==> src/rtl/alu_op_sequencer.sv <==
// Micro-instruction sequencer for the 8-bit PowerALU: holds a small program
// and issues one opcode/operand pair per clock with repeat, halt and abort.
module alu_op_sequencer #(
  parameter int ADDR_W = 4,
  parameter int DATA_W = 8
) (
  input  logic                clk,
  input  logic                rst,
  input  logic                start,
  input  logic                abort,
  input  logic                prog_we,
  input  logic [ADDR_W-1:0]   prog_addr,
  input  logic [DATA_W+7:0]   prog_wdata,
  output logic [3:0]          opcode,
  output logic [DATA_W-1:0]   a,
  output logic                alu_valid,
  output logic                busy,
  output logic                done,
  output logic [ADDR_W-1:0]   pc
);

  localparam int DEPTH = 2 ** ADDR_W;
  localparam logic [3:0] OP_HALT = 4'hF;
  localparam logic [DATA_W+7:0] HALT_WORD = {OP_HALT, 4'h0, {DATA_W{1'b0}}};

  // Handshake: alu_valid is a one-cycle qualifier with no back-pressure; the
  // ALU consumes opcode/a in every cycle where alu_valid is high.
  typedef enum logic {
    S_IDLE = 1'b0,
    S_RUN  = 1'b1
  } state_t;

  state_t              state_q, state_d;
  logic [DATA_W+7:0]   mem_q [DEPTH];
  logic [ADDR_W-1:0]   pc_q, pc_d;
  logic [3:0]          cnt_q, cnt_d;
  logic [3:0]          opcode_q, opcode_d;
  logic [DATA_W-1:0]   a_q, a_d;
  logic                valid_q, valid_d;
  logic                busy_q, busy_d;
  logic                done_q, done_d;

  logic [DATA_W+7:0]   cur_word;
  logic [3:0]          cur_op;
  logic [3:0]          cur_rpt;
  logic [DATA_W-1:0]   cur_operand;
  logic                mem_we;

  assign cur_word    = mem_q[pc_q];
  assign cur_op      = cur_word[DATA_W+7:DATA_W+4];
  assign cur_rpt     = cur_word[DATA_W+3:DATA_W];
  assign cur_operand = cur_word[DATA_W-1:0];
  assign mem_we      = (state_q == S_IDLE) && prog_we;

  // Program store; reset fills every word with HALT so an unloaded program stops at once.
  always_ff @(posedge clk or posedge rst) begin
    if (rst) begin
      for (int i = 0; i < DEPTH; i++) begin
        mem_q[i] <= HALT_WORD;
      end
    end else if (mem_we) begin
      mem_q[prog_addr] <= prog_wdata;
    end
  end

  always_ff @(posedge clk or posedge rst) begin
    if (rst) begin
      state_q  <= S_IDLE;
      pc_q     <= '0;
      cnt_q    <= '0;
      opcode_q <= '0;
      a_q      <= '0;
      valid_q  <= 1'b0;
      busy_q   <= 1'b0;
      done_q   <= 1'b0;
    end else begin
      state_q  <= state_d;
      pc_q     <= pc_d;
      cnt_q    <= cnt_d;
      opcode_q <= opcode_d;
      a_q      <= a_d;
      valid_q  <= valid_d;
      busy_q   <= busy_d;
      done_q   <= done_d;
    end
  end

  always_comb begin
    state_d  = state_q;
    pc_d     = pc_q;
    cnt_d    = cnt_q;
    opcode_d = opcode_q;
    a_d      = a_q;
    valid_d  = 1'b0;
    busy_d   = busy_q;
    done_d   = 1'b0;

    case (state_q)
      S_IDLE: begin
        if (start && !abort) begin
          state_d = S_RUN;
          pc_d    = '0;
          cnt_d   = '0;
          busy_d  = 1'b1;
        end
      end

      S_RUN: begin
        if (abort) begin
          state_d = S_IDLE;
          busy_d  = 1'b0;
          cnt_d   = '0;
        end else if (cur_op[3:2] == 2'b00) begin
          opcode_d = cur_op;
          a_d      = cur_operand;
          valid_d  = 1'b1;
          // cnt_q counts issues already made of this word; the last one advances pc.
          if (cnt_q == cur_rpt) begin
            pc_d  = pc_q + ADDR_W'(1);
            cnt_d = '0;
          end else begin
            cnt_d = cnt_q + 4'd1;
          end
        end else if (cur_op == OP_HALT) begin
          state_d = S_IDLE;
          busy_d  = 1'b0;
          done_d  = 1'b1;
          cnt_d   = '0;
        end else begin
          pc_d  = pc_q + ADDR_W'(1);
          cnt_d = '0;
        end
      end

      default: begin
        state_d = S_IDLE;
        busy_d  = 1'b0;
      end
    endcase
  end

  assign opcode    = opcode_q;
  assign a         = a_q;
  assign alu_valid = valid_q;
  assign busy      = busy_q;
  assign done      = done_q;
  assign pc        = pc_q;

endmodule

==> config.mk <==
export PLATFORM = sky130hd
export DESIGN_NAME = alu_op_sequencer
export DESIGN_NICKNAME = d
export VERILOG_FILES = /design/src/rtl/alu_op_sequencer.sv
export SDC_FILE = /design/constraint.sdc
export NUM_CORES = 1
export LEC_CHECK = 0
export CAP_MARGIN = 20
export CORE_MARGIN = 4
export CORE_UTILIZATION = 28
export DETAILED_ROUTE_END_ITERATION = 10
export GPL_ROUTABILITY_DRIVEN = 0
export SYNTH_ARGS = -nofsm -noshare
export SYNTH_HDL_FRONTEND = slang
export SYNTH_SLANG_ARGS = --single-unit
==> constraint.sdc <==
create_clock -name clk -period 27.3 [get_ports clk]
set_clock_uncertainty 0.2 [all_clocks]
set_input_delay 5.46 -clock clk [delete_from_list [all_inputs] [get_ports clk]]
set_output_delay 5.46 -clock clk [all_outputs]
set_load 0.01 [all_outputs]
==> impl_metrics.csv <==
group,metric,value,unit
clock_network,cts-htree-levels,1,
synthesis,synth_warnings,0,
power_and_ir_drop,pwr-share-clk,0.286,
die,rows,78,
timing,worst_pin_slew,1.138,ns
power_and_ir_drop,power.switching,0.4130,mW
die,fp.coreArea,45480,sq um
routing,routedWlPerCell,20.78,microns
clock_network,cts_setup_buffers,0,
synthesis,syn_inst,835,
clock_network,cts_hold_buf,0,
synthesis,yosysTopAreaCellShare,0.4186,
placement,dp.final_hpwl,19090,microns
synthesis,synth_seq_cells,280,
timing,worst_slack,19.28,ns
routing,vias_per_cell,4.879,
power_and_ir_drop,pwr-share-seq,0.435,
timing,slew_viol_final,0,
power_and_ir_drop,ir_worst_vdd,0.00007515,V
timing,fmax,124.7,MHz
power_and_ir_drop,comb_power_share,0.279,
die,die_w,222.7,microns
routing,drc,0,
power_and_ir_drop,leakagePower,6.181,nW
synthesis,netlist_area,12910,sq um
routing,firstDrtPassIters,4,
die,die-area,49610,sq um
die,die_height,222.7,microns
global_route,overflow,0,
timing,rsz0062_at_grt,"no",
clock_network,cts.path.max_buffers,3,
clock_network,cts_sinks,280,
timing,period_needed,8.021,ns
die,start_util,0.2839,
clock_network,tritoncts,"built",
synthesis,syn_area_per_cell,15.46,sq um
timing,period_share,0.2938,
placement,io_buffer_count,43,
timing,fin_tns_setup,0,ns
worst_setup_path,critPathLaunchType,"flop",
clock_network,numCtsBuffers,31,
worst_setup_path,path_buf_inv,1,
timing,slew_headroom,0.2415,
clock_network,cts_resized,0,
power_and_ir_drop,power_density,93.14,nW/um^2
global_route,grt_use_total,0.1247,
worst_setup_path,cp.arrival,2.36,ns
power_and_ir_drop,cellInternalPower,0.9872,mW
worst_setup_path,cpPeakStageDelay,1.09,ns
global_route,antenna_found_initial,0,
timing,hold_viol,0,
cells_and_area,nets,896,
synthesis,yosysTopAreaCell,"dfrtp_1",
synthesis,ys_seq_area_frac,0.5489,
power_and_ir_drop,p_sw_frac,0.2949,
worst_setup_path,path_class,"flop to primary output",
cells_and_area,antenna_cells,0,
routing,vias,7285,
worst_setup_path,cp_max_fo,19,
hold_path,min_path_type,"flop to flop",
synthesis,synth_common_cells,"mux2_2 (269), dfrtp_1 (216), dfstp_2 (64), mux4_2 (48), clkbuf_1 (41)",
die,num_io_pins,44,
worst_setup_path,cp_top_family,"flip-flops",
clock_network,clkTransAtPathRegs,0.06,ns
timing,finalSetupViolCount,0,
worst_setup_path,slowest_stage,"dfrtp_1",
global_route,grt_pass1_wl,48570,microns
synthesis,syn-num-nets,862,
timing,holdWs,0.2954,ns
global_route,grt_pass1_vias,7722,
worst_setup_path,path_cells,"clkdlybuf4s50_1",
synthesis,synth_area_leaders,"dfrtp_1 (42%), mux2_2 (23%), dfstp_2 (13%), mux4_2 (8.4%), mux4_1 (2.0%)",
worst_setup_path,cp_data_required_time,21.64,ns
synthesis,ys_async_sr_fraction,1.000,
status,outcome,"complete, no violations",
cells_and_area,fillers,4514,
synthesis,synth_cell_type_count,52,
global_route,grt_max_degree,120,
routing,drt-total-wl,31020,microns
synthesis,post-synth-top-count-cell,"mux2_2",
cells_and_area,area_delta_synth_final,16.44,%
flow_run,maxCapViolations,0,
synthesis,synth_top_flop_cell,"dfrtp_1",
synthesis,synth_edf_count,0,
cells_and_area,drive_above_1_share,0.5263,
clock_network,root_buffer,"clkbuf_16",
routing,drt_iter0_markers,430,
placement,dp_slack,18.74,ns
worst_setup_path,end_kind,"primary output",
clock_network,clkLatencyLatePin,0.55,ns
routing,postRouteAntennaNets,0,
[sequential cells by signal, summed over array words and instances, names as in the netlist]
register and flops:
done 1, state_q 1, cnt_q 4, alu_valid 1
mem_q 256, a 8, pc 4, busy 1
opcode 4
[final timing paths]
kind                                       startpoint                     end  slack [ns]  cells past startpoint
max in group asynchronous                         rst  mem_q[160]$_DFFE_PP0P_       20.35                      4
min in group asynchronous                         rst  mem_q[117]$_DFFE_PP0P_        5.29                      2
worst min register to register  mem_q[83]$_DFFE_PP0P_   mem_q[83]$_DFFE_PP0P_        0.30                      1
worst max-delay path                pc[3]$_DFFE_PP0P_                   pc[3]       19.28                      1
worst min-delay path            mem_q[83]$_DFFE_PP0P_   mem_q[83]$_DFFE_PP0P_        0.30                      1
worst max register to register      pc[0]$_DFFE_PP0P_        a[0]$_DFFE_PP0P_       22.91                      7
[per-stage QoR]
stage / cell area, sq um / cells / util / total power [mW]
after floorplan: 12910 / 835 / - / 0.8936
after global placement: 13950 / 1431 / 0.3066 / 1.002
after detailed placement: 13980 / 1433 / 0.3073 / 1.012
after CTS: 14970 / 1490 / 0.3291 / 1.418
after global routing: 15030 / 1493 / 0.3306 / 1.477
final: 15030 / 1493 / 0.3306 / 1.400
[layout make-up]
type / instances / area (sq um) / share of cell area
Sequential cell: 280 / 7094 / 0.4719
Tap cell: 600 / 750.7 / 0.04994
Timing Repair Buffer: 63 / 639.4 / 0.04253
Clock buffer: 44 / 914.6 / 0.06084
Clock inverter: 13 / 76.32 / 0.005077
Inverter: 5 / 26.28 / 0.001748
Multi-Input combinational cell: 488 / 5532 / 0.3680
[routing by layer]
metal / share of wire / global-route usage
met3: 0.035 / 0.01850
met4: 0.021 / 0.02565
met2: 0.49 / 0.2071
met1: 0.46 / 0.1749
met5: 0 / 0
[cell families (layout without fill, tap and decap cells)]
group           after synthesis  count (layout)  share of synthesized area
mux                         348             348                     0.3554
flops                       280             280                     0.5489
simple gates                 90              90                    0.03702
buf+inv                      67             125                    0.02423
compound gates               47              47                    0.03188
fa+ha+maj                     2               2                   0.001938
xor+xnor                      1               1                  0.0006785
[cell usage in the layout (no fill, tap or decap), drive strengths merged, types with 4 or more instances in the layout]
| master | synthesis | layout |
|---|---|---|
| nand2b | 4 | 4 |
| clkinv | 0 | 10 |
| nor2 | 11 | 11 |
| nand3 | 10 | 10 |
| a22o | 6 | 6 |
| dfstp | 64 | 64 |
| mux2i | 20 | 20 |
| mux4 | 58 | 58 |
| a211oi | 4 | 4 |
| buf | 21 | 20 |
| nor2b | 14 | 14 |
| mux2 | 270 | 270 |
| nor3 | 7 | 7 |
| o21ai | 4 | 4 |
| a221oi | 9 | 9 |
| clkbuf | 41 | 44 |
| clkdlybuf4s50 | 0 | 43 |
| a22oi | 8 | 8 |
| inv | 5 | 5 |
| nand2 | 24 | 24 |
| dfrtp | 216 | 216 |
| and2 | 4 | 4 |
[power groups by stage]
stage               logic (mW)  clock network [mW]  registers [mW]
detailed placement       0.394                   0           0.618
global placement         0.388                   0           0.614
finish                   0.390               0.400           0.610
global route             0.424               0.429           0.624
floorplan                0.316                   0           0.577
CTS                      0.396               0.411           0.611
(Power assumes the default switching activity.)
